## config.mk

```make
export PLATFORM = sky130hd
export DESIGN_NAME = ma_result_fifo
export DESIGN_NICKNAME = d
export VERILOG_FILES = /design/src/rtl/ma_pkg.sv /design/src/rtl/ma_fifo_mem.sv /design/src/rtl/ma_result_fifo.sv
export SDC_FILE = /design/constraint.sdc
export NUM_CORES = 1
export LEC_CHECK = 0
export ABC_AREA = 1
export CAP_MARGIN = 25
export CORE_ASPECT_RATIO = 1.1
export CORE_MARGIN = 2
export CORE_UTILIZATION = 45
export CTS_BUF_LIST = sky130_fd_sc_hd__clkbuf_8
export DETAILED_ROUTE_END_ITERATION = 10
export PLACE_DENSITY_LB_ADDON = 0.1
export RECOVER_POWER = 50
export SYNTH_ARGS = -nofsm -noshare
export SYNTH_HDL_FRONTEND = slang
export SYNTH_SLANG_ARGS = --single-unit
```

## constraint.sdc

```tcl
create_clock -name clk -period 4.4 [get_ports clk]
set_input_delay 0.88 -clock clk [delete_from_list [all_inputs] [get_ports clk]]
set_output_delay 0.88 -clock clk [all_outputs]
set_load 0.05 [all_outputs]
```

## src/rtl/ma_pkg.sv

```systemverilog
// Constants and helpers shared by the multiply-accumulate stage and its result FIFO.
package ma_pkg;

   localparam int MA_DATA_W = 5;
   localparam int MA_SUM_W  = 8;

   // Add at one extra bit, then clamp to all-ones instead of wrapping.
   function automatic logic [MA_SUM_W-1:0] sat_add(input logic [MA_SUM_W-1:0]  sum,
                                                   input logic [MA_DATA_W-1:0] data);
      logic [MA_SUM_W:0] total;
      total = {1'b0, sum} + {{(MA_SUM_W + 1 - MA_DATA_W){1'b0}}, data};
      return total[MA_SUM_W] ? {MA_SUM_W{1'b1}} : total[MA_SUM_W-1:0];
   endfunction

endpackage

```

## src/rtl/ma_fifo_mem.sv

```systemverilog
// Storage array for the result FIFO: one write port, one combinational read port.
module ma_fifo_mem #(
   parameter int DATA_W = 5,
   parameter int DEPTH  = 4,
   parameter int AW     = $clog2(DEPTH)
) (
   input  logic              clk,
   input  logic              we,
   input  logic [AW-1:0]     waddr,
   input  logic [DATA_W-1:0] wdata,
   input  logic [AW-1:0]     raddr,
   output logic [DATA_W-1:0] rdata
);

   logic [DATA_W-1:0] mem [DEPTH];

   // Contents are deliberately not reset; the read side masks stale data.
   always_ff @(posedge clk) begin
      if (we) mem[waddr] <= wdata;
   end

   assign rdata = mem[raddr];

endmodule

```

## src/rtl/ma_result_fifo.sv

```systemverilog
// Result FIFO behind the multiply-accumulate stage, with a saturating running
// total and a sticky overflow flag.
module ma_result_fifo
   import ma_pkg::*;
#(
   parameter int DATA_W = MA_DATA_W,
   parameter int DEPTH  = 4,
   parameter int SUM_W  = MA_SUM_W
) (
   input  logic                       clk,
   input  logic                       rst_n,
   input  logic                       in_valid,
   input  logic [DATA_W-1:0]          in_data,
   output logic                       in_ready,
   output logic                       out_valid,
   output logic [DATA_W-1:0]          out_data,
   input  logic                       out_ready,
   input  logic                       clr,
   output logic [$clog2(DEPTH):0]     count,
   output logic                       full,
   output logic                       empty,
   output logic                       overflow,
   output logic [SUM_W-1:0]           sum
);

   localparam int AW = $clog2(DEPTH);
   localparam int CW = AW + 1;

   logic [AW-1:0]     wr_ptr;
   logic [AW-1:0]     rd_ptr;
   logic [CW-1:0]     count_q;
   logic [DATA_W-1:0] rd_word;
   logic              wr;
   logic              rd;

   assign full      = (count_q == CW'(DEPTH));
   assign empty     = (count_q == '0);
   assign count     = count_q;

   // Handshake: a word moves on any edge where valid and ready are both high.
   // in_ready depends only on full and out_valid only on empty, so neither side
   // ever sees a combinational path from the other; a full FIFO refuses a write
   // even while it is being read.
   assign in_ready  = !full;
   assign out_valid = !empty;
   assign wr        = in_valid & in_ready;
   assign rd        = out_valid & out_ready;

   assign out_data  = empty ? '0 : rd_word;

   ma_fifo_mem #(
      .DATA_W (DATA_W),
      .DEPTH  (DEPTH),
      .AW     (AW)
   ) u_mem (
      .clk   (clk),
      .we    (wr),
      .waddr (wr_ptr),
      .wdata (in_data),
      .raddr (rd_ptr),
      .rdata (rd_word)
   );

   // Pointers wrap naturally because DEPTH is a power of two.
   always_ff @(posedge clk or negedge rst_n) begin
      if (!rst_n) begin
         wr_ptr  <= '0;
         rd_ptr  <= '0;
         count_q <= '0;
      end else begin
         if (wr) wr_ptr <= wr_ptr + AW'(1);
         if (rd) rd_ptr <= rd_ptr + AW'(1);
         case ({wr, rd})
            2'b10:   count_q <= count_q + CW'(1);
            2'b01:   count_q <= count_q - CW'(1);
            default: count_q <= count_q;
         endcase
      end
   end

   // clr takes priority over a same-cycle overflow event.
   always_ff @(posedge clk or negedge rst_n) begin
      if (!rst_n) begin
         overflow <= 1'b0;
         sum      <= '0;
      end else if (clr) begin
         overflow <= 1'b0;
         sum      <= wr ? {{(SUM_W - DATA_W){1'b0}}, in_data} : '0;
      end else begin
         if (in_valid && full) overflow <= 1'b1;
         if (wr)               sum      <= sat_add(sum, in_data);
      end
   end

endmodule

```

==> metrics.csv <==
metric,value,unit
post-cts-setup-buffers,0,
antenna_found_initial,0,
synthFlopType,edfxtp_1,
finalSetupViolCount,0,
final_cell_mix,"nand2_1 (39), nor2_1 (38), inv_1 (22), clkdlybuf4s50_1 (21), edfxtp_1 (20)",
final_layout_size_suffix_gt1_frac,0.101,
status,"complete, no violations",
tns,0,ns
max_cap_viol_count,0,
crit_type,reg2out,
design.die.area,5050,um2
drc_errors,0,
gp_congestion,0.801,
port_buffers,30,
rsz0062_at_grt,false,
worstMarginPinSlew,0.790,ns
p_leak,0.00107,uW
yosys_warnings,0,
std_cell_rows,25,
cp.required,3.52,ns
clock_sink_count,36,
dr.pass1.iters,4,
total_power,1800,uW
antenna_cells,0,
final-instance-count-excl-fill,301,
crit_arrival,2.27,ns
critPathCaptureType,primary output,
place_inst,293,
powerDensity,730,nW/um2
grt_max_degree,17,
fin_skew,0.00807,ns
clock_path_buffers,2,
post-route-period-util,0.717,
antenna_left,0,
syn_inst,211,
max-slew-margin-rel,0.472,
ios,31,
initial_core_util,0.469,
die_h,74.4,um
cts_hold_buffers,0,
layout_min_cycle_time,3.15,ns
grt-ovfl-total,0,
cts_resized,0,
holdCritPathClass,reg2reg,
wl,3.90,mm
avgViaCountPerCell,4.79,
syn_area,2030,um2
grt_pass1_wl,6.40,mm
synth_fp_nets,233,
syn_to_final_growth,21.7,%
peakVddDrop,0.311,mV
wl_per_cell,13.0,um
fin_nets,268,
max_freq,0.317,GHz
die_x,68.0,um
slew_viol_final,0,
crit_fanout,13,
layout_commonest_cell,nand2_1,
cts_root_buf,clkbuf_8,
ys_ff_latch,36,
synth.avg_cell_area,9.60,um2
grt_pass1_vias,1352,
core-area,4320,um2
async_flop_share,0.444,
synth_edf_count,20,
clk_pin_slew,0.07,ns
dp_hpwl,2.86,mm
grt_use_total,0.177,
yosysSeqAreaShare,0.494,
ys_types,33,
cts_inserted_buffers,5,
htree_num_levels,2,
cts_tree,done,
num_vias,1441,
clk_latency,0.29,ns
finalHoldViolCount,0,
drtIter0Drc,89,
start_kind,flip-flop,
rrSetupSlack,2.02,ns
-- sequential cells by signal, indices dropped and copies added (netlist names) --
register   count
wr_ptr         2
count          3
overflow       1
sum            8
rd_ptr         2
u_mem.mem     20
-- power by group --
group          internal (uW)  total, uW  switching (uW)
registers                452        545            92.6
logic                    334        970             636
clock network            166        284             118
-- critical path, cell delays in order, from the launching register on --
cell             delay, ns
dfrtp_1               0.54
inv_1                 0.30
o21ai_0               0.15
a21oi_1               0.18
clkdlybuf4s50_1       0.82
-- path summary, 6_finish.rpt --
kind	cells past startpoint	endpoint	start
worst min register to register	2	overflow$_DFFE_PN0P_	overflow$_DFFE_PN0P_
max in group asynchronous	1	sum[2]$_DFFE_PN0P_	rst_n
min in group asynchronous	1	rd_ptr[1]$_DFFE_PN0P_	rst_n
worst max register to register	9	count[2]$_DFFE_PN0P_	count[1]$_DFFE_PN0P_
worst max-delay path	4	out_data[1]	rd_ptr[0]$_DFFE_PN0P_
worst min-delay path	2	overflow$_DFFE_PN0P_	overflow$_DFFE_PN0P_
-- final cells by class --
type	instances	area (um2)
Fill cell	407	1850
Inverter	24	124
Clock inverter	3	38.8
Sequential cell	36	1000
Multi-Input combinational cell	149	866
Tap cell	54	67.6
Timing Repair Buffer	30	300
Clock buffer	5	68.8
-- stage by stage --
step / hold WS [ns] / cell area, um2 / setup WS [ns] / util
floorplan: 0.580 / 2030 / 1.74 / -
global placement: 0.506 / 2370 / 1.45 / 0.549
detailed placement: 0.515 / 2370 / 1.36 / 0.549
CTS: 0.525 / 2480 / 1.23 / 0.574
global route: 0.565 / 2470 / 1.06 / 0.571
finish: 0.522 / 2470 / 1.25 / 0.571
-- logic make-up after synthesis --
family	after synthesis	synth area share
adders and majority gates	12	0.0815
DFF	36	0.494
and+or+nand+nor	105	0.250
AOI/OAI and AO/OA	26	0.0747
xor gates and xnor gates	6	0.0259
buffers and inverters	26	0.0735
-- layer usage --
layer,vias up,part of all wire,wire (um),track usage
met5,-,0,0,0
li1,758,-,-,-
met2,26,0.50,1930,0.291
met4,0,0.017,65,0.0667
met1,651,0.45,1750,0.228
met3,6,0.039,152,0.0408
-- synth_stat cells (all sizes together) (2+ instances only) --
cell	instances	area [um2]
ha	10	125
nand3	12	72.6
buf	2	25.0
nand4	2	12.5
inv	23	93.8
edfxtp	20	601
o21ai	14	70.1
nand2	48	224
xnor2	3	26.3
nor2	39	156
dfrtp	16	400
xor2	3	26.3
a21oi	8	51.3
fa	2	40.0
o211ai	2	15.0
No activity file was read; power rests on OpenSTA's default activity.
